File: src/rtl/barrel_shift_right_pipe.sv
// Pipelined right barrel shifter: logical, arithmetic and rotate modes.
// Stage i shifts by 2**i when amt bit i is set; valid/ready on both sides.
module barrel_shift_right_pipe #(
  parameter int WIDTH = 8,
  parameter int SHW   = 3
) (
  input  logic             clk,
  input  logic             rst,
  input  logic             in_valid,
  output logic             in_ready,
  input  logic [WIDTH-1:0] in_data,
  input  logic [SHW-1:0]   in_amt,
  input  logic [1:0]       in_mode,
  output logic             out_valid,
  input  logic             out_ready,
  output logic [WIDTH-1:0] out_data
);

  logic [SHW-1:0]   stg_valid;
  logic [WIDTH-1:0] stg_data [SHW];
  logic [SHW-1:0]   stg_amt  [SHW];
  logic [1:0]       stg_mode [SHW];

  logic [SHW-1:0]   stg_load;
  logic [SHW-1:0]   src_valid;
  logic [WIDTH-1:0] src_data [SHW];
  logic [SHW-1:0]   src_amt  [SHW];
  logic [1:0]       src_mode [SHW];
  logic [WIDTH-1:0] nxt_data [SHW];

  function automatic logic [WIDTH-1:0] shift_stage(input logic [WIDTH-1:0] d,
                                                   input logic [1:0] mode,
                                                   input logic en,
                                                   input int k);
    logic [WIDTH-1:0] r;
    r = d;
    if (en) begin
      case (mode)
        2'b01:   r = $signed(d) >>> k;
        2'b10:   r = (d >> k) | (d << (WIDTH - k));
        default: r = d >> k;
      endcase
    end
    return r;
  endfunction

  // A stage can take a new word if it is empty or its occupant moves on;
  // this ripples from out_ready back to in_ready without touching in_valid.
  always_comb begin
    stg_load = '0;
    stg_load[SHW-1] = !stg_valid[SHW-1] || out_ready;
    for (int i = SHW - 2; i >= 0; i--) begin
      stg_load[i] = !stg_valid[i] || stg_load[i+1];
    end
  end

  assign in_ready = stg_load[0] && !rst;

  always_comb begin
    src_valid[0] = in_valid;
    src_data[0]  = in_data;
    src_amt[0]   = in_amt;
    src_mode[0]  = in_mode;
    for (int i = 1; i < SHW; i++) begin
      src_valid[i] = stg_valid[i-1];
      src_data[i]  = stg_data[i-1];
      src_amt[i]   = stg_amt[i-1];
      src_mode[i]  = stg_mode[i-1];
    end
    for (int i = 0; i < SHW; i++) begin
      nxt_data[i] = shift_stage(src_data[i], src_mode[i], src_amt[i][i], 1 << i);
    end
  end

  // Payload only updates when a real word arrives; bubbles just clear valid.
  always_ff @(posedge clk) begin
    if (rst) begin
      stg_valid <= '0;
      for (int i = 0; i < SHW; i++) begin
        stg_data[i] <= '0;
        stg_amt[i]  <= '0;
        stg_mode[i] <= '0;
      end
    end else begin
      for (int i = 0; i < SHW; i++) begin
        if (stg_load[i]) begin
          stg_valid[i] <= src_valid[i];
          if (src_valid[i]) begin
            stg_data[i] <= nxt_data[i];
            stg_amt[i]  <= src_amt[i];
            stg_mode[i] <= src_mode[i];
          end
        end
      end
    end
  end

  assign out_valid = stg_valid[SHW-1];
  assign out_data  = stg_data[SHW-1];

endmodule

File: config.mk
export PLATFORM = sky130hd
export DESIGN_NAME = barrel_shift_right_pipe
export DESIGN_NICKNAME = d
export VERILOG_FILES = /design/src/rtl/barrel_shift_right_pipe.sv
export SDC_FILE = /design/constraint.sdc
export NUM_CORES = 1
export LEC_CHECK = 0
export ABC_AREA = 1
export ABC_CLOCK_PERIOD_IN_PS = 1300
export CELL_PAD_IN_SITES_DETAIL_PLACEMENT = 2
export CELL_PAD_IN_SITES_GLOBAL_PLACEMENT = 2
export CORE_MARGIN = 8
export CORE_UTILIZATION = 31
export DETAILED_ROUTE_END_ITERATION = 8
export PLACE_DENSITY = 0.81
export RECOVER_POWER = 50
export SLEW_MARGIN = 20
export SYNTH_ARGS = -nofsm -noshare
export SYNTH_HDL_FRONTEND = slang
export SYNTH_SLANG_ARGS = --single-unit
File: constraint.sdc
create_clock -name clk -period 1.3 [get_ports clk]
set_clock_uncertainty 0.2 [all_clocks]
set_input_delay 0.325 -clock clk [delete_from_list [all_inputs] [get_ports clk]]
set_output_delay 0.325 -clock clk [all_outputs]
set_load 0.01 [all_outputs]
==> results.txt <==
- Area overhead of the layout relative to synthesis: 63.5%
* Category of the critical setup timing path: flop to flop
- The routed layout has 1389 vias.
* Top cell family by delay on the critical path: simple AND/OR/NAND/NOR gates
- The tree is rooted in a sky130_fd_sc_hd__clkbuf_8.
- Number of register bits inferred by synthesis: 34
* Proportion of layout cells with a drive suffix above 1: 47.7%
- At the worst endpoint, the required time is 1150 ps.
* Clock transition at the registers of the reported paths: 80 ps
- The detailed router finished its first iteration with 46 violations.
- Adder-Cell Fraction of Synth Area: 4.45%
- Vias in the first global route: 1674
- Clock tree synthesis found a total of 34 sinks.
- Summing all placed instances gives a cell area of 0.00226 mm2.
- Wires add up to 6160 um.
- Final hold vios: 0
* Share of the core filled with cells: 51.4%
- Simple-gate area share of the yosys netlist: 15.3%
- Die area: 0.00806 mm2
- Clock buffer depth: 2
- Worst stage delay on the critical path: 370 ps
- Cell leakage power: 1.16 nW
* IO Pins: 27
* Type of the most critical hold path: input pin to flop
- A synthesized cell averages 11.0 um2.
- From bottom edge to top edge, the die measures 89.8 um.
- Final estimated routing congestion in global placement: 0.779
* DR DRC count: 0
* Placed wire-length estimate after detailed placement: 3600 um
- In the final design database the tool counted 242 nets.
* Cell area power density: 995 mW/mm2
- Result of the run: finished with violations
* Setup violations, final: 73
- The routed design could run at a clock period as short as 1630 ps.
* Synth top area share: 55.2%
* Layout fillers: 512
- Total GRT Usage: 15.0%
- Post-synthesis cell count: 154
- Summing every instance area after synthesis gives 0.00169 mm2.
- Measured along the x axis, the die boundary spans 89.8 um.
- H-tree levels: 2
- Counting both buffers and inverters, the worst setup path holds a total of 2.
- Worst Slack Setup Final: -325 ps
- STA classifies the critical path startpoint as a flop.
* CP cell instances: nand4_4 -> buf_6 -> nand2_4 -> nand3_4 -> nand2_8 -> clkbuf_16 -> nor2_2
- Combinational family with the most area after synthesis: simple AND/OR/NAND/NOR gates
- Worst vdd ir: 0.420 mV
* Arr. time, crit path: 1470 ps
- STA classifies the critical path endpoint as a flop.
- The core region is 0.00537 mm2.
- Most area-consuming cells after synthesis: sky130_fd_sc_hd__edfxtp_1 55%, sky130_fd_sc_hd__mux2i_1 8.9%, sky130_fd_sc_hd__nor2_1 6.9%, sky130_fd_sc_hd__ha_1 4.4%, sky130_fd_sc_hd__inv_1 4.2%
- TritonCTS built the clock tree.
- Max-capacitance violation count: 0
* Post-detailed-route via-to-cell ratio: 4.76
* Compound-cell area share of the yosys netlist: 5.34%
- Total count of max-transition violations in the final report: 0
* Worst skew pair latency: 290 ps
- Period utilization: 125%
- The initial antenna violation count is 0.
* Count of buffers inserted at the top-level ports: 26
- With fillers left out, the area of the finished cells amounts to 0.00276 mm2.
- For this run, the detailed router's first-pass iteration total came to 4.
- Proportion of synthesized area in mux cells: 8.90%
* Library cells used by synthesis: 20
* Placement Rows: 27
* Sum of internal, switching and leakage power: 2.75 mW
- Count of inserted antenna diode cells: 0
- Standard cell with the maximum stage delay on the critical path: sky130_fd_sc_hd__dfxtp_4
- Sequential-to-total area share from yosys stat: 58.7%
* Final antenna-violating net count: 0
- Slew at the pin closest to its max-slew limit: 418 ps
- The number of nets handed over by synthesis was 177.
* Post-synthesis share of cell area spent on xor and xnor gates: 0%
* Pin count of the biggest net entering global routing: 13
- Slew headroom: 71.3%
* Fmax: 615 MHz
- Final global-route overflow total: 0
- Global-route wire length before repair: 9320 um
- RSZ-0062 raised after global routing: true
* CP Max Fanout: 6
- Syn. warnings: 0
* Cts bufs inserted: 5
- The checks that failed: setup timing.
* Initial Utilization: 31.4%
- The biggest area contributor in the post-synthesis netlist is sky130_fd_sc_hd__edfxtp_1.
* Wire per inst: 21.1 um
sequential cells by signal, summed over array words and instances (netlist names):
name	flops
stg_data	24
stg_mode	4
stg_amt	3
stg_valid	3
worst min-delay path: stages:
cell and delay, ps:
sky130_fd_sc_hd__dlygate4sd2_1 250, sky130_fd_sc_hd__buf_4 150, sky130_fd_sc_hd__a21oi_2 30
stage by stage:
stage          worst slack, ps  setup TNS (ps)  cells  hold WS (ps)
6_report                  -325          -15480    292           297
5_1_grt                   -363          -17370    292           297
4_1_cts                   -301          -14050    287           279
3_5_place_dp              -987          -56410    269           358
3_3_place_gp              -918          -51040    269           333
2_1_floorplan            -64.3           -2070    154           184
final timing paths:
path         cells after the start  slack [ps]        endpoint          start
max                              7        -330  stg_data[0][0]   stg_valid[2]
min                              3         300    stg_valid[0]            rst
max reg2reg                      7        -330  stg_data[0][0]   stg_valid[2]
min reg2reg                      2         410   stg_amt[0][5]  stg_amt[0][2]
where the power goes:
part / total [mW] / internal (mW) / leakage (nW) / switching (mW)
registers: 1.34 / 1.29 / 0.359 / 0.0551
logic: 0.629 / 0.309 / 0.756 / 0.320
clock network: 0.776 / 0.358 / 0.0407 / 0.417
cell usage in the layout (no fill, tap or decap), drive strengths merged:
cell           synthesis  layout
a21oi                  6       6
a22oi                  6       6
buf                    6      47
clkbuf                 0       7
clkdlybuf4s50          0      12
clkinv                 0       3
dfxtp                  3       3
dlygate4sd2            0       1
dlymetal6s2s           0       2
edfxtp                31      31
ha                     6       6
inv                   19      19
mux2i                 15      15
nand2                 20      20
nand3                  2       2
nand4                  1       1
nor2                  35      35
nor3                   1       1
o21ai                  3       3
final cells by class:
type	instances	area, um2	area share (%)
clock buffers	5	68.8	2.49
clock inverters	3	11.3	0.408
inverters	19	83.8	3.04
multi-input cells	95	816	29.6
flip-flops and latches	34	1000	36.2
well taps	72	90.1	3.26
repair buffers	64	691	25.0
cells by family (layout without fill, tap and decap cells):
logic type / after synthesis / in the layout
fa+ha+maj: 6 / 6
simple gates: 59 / 59
buf+inv: 25 / 91
compound gates: 15 / 15
mux: 15 / 15
flops: 34 / 34
repair_timing:
action	in CTS	in global routing
setup buffers	7	5
cloned	4	2
pin swaps	1	11
hold buffers	0	0
resized for setup	84	37
hold endpoints to repair	0	0
endpoints found under the setup margin	75	73
synthesized netlist by cell type:
cell	number
sky130_fd_sc_hd__edfxtp_1	31
sky130_fd_sc_hd__ha_1	6
sky130_fd_sc_hd__nand2_2	1
sky130_fd_sc_hd__o21ai_0	3
sky130_fd_sc_hd__a21oi_1	6
sky130_fd_sc_hd__mux2i_1	15
sky130_fd_sc_hd__buf_6	3
sky130_fd_sc_hd__nand3_2	1
sky130_fd_sc_hd__nor3_1	1
sky130_fd_sc_hd__nand4_2	1
sky130_fd_sc_hd__a22oi_1	6
sky130_fd_sc_hd__buf_2	2
sky130_fd_sc_hd__nand3_1	1
sky130_fd_sc_hd__buf_4	1
sky130_fd_sc_hd__dfxtp_1	3
sky130_fd_sc_hd__nor2_1	31
sky130_fd_sc_hd__nor2_2	4
sky130_fd_sc_hd__nand2_4	1
sky130_fd_sc_hd__inv_1	19
sky130_fd_sc_hd__nand2_1	18
routing by layer:
layer	up-vias	GRT usage, %	share of wire (%)
met3	8	2.58	2.6
met1	697	14.5	38
met5	-	0	0
li1	649	-	-
met2	35	30.4	58
met4	0	5.64	1.6
Power figures use the tool's default switching activity.
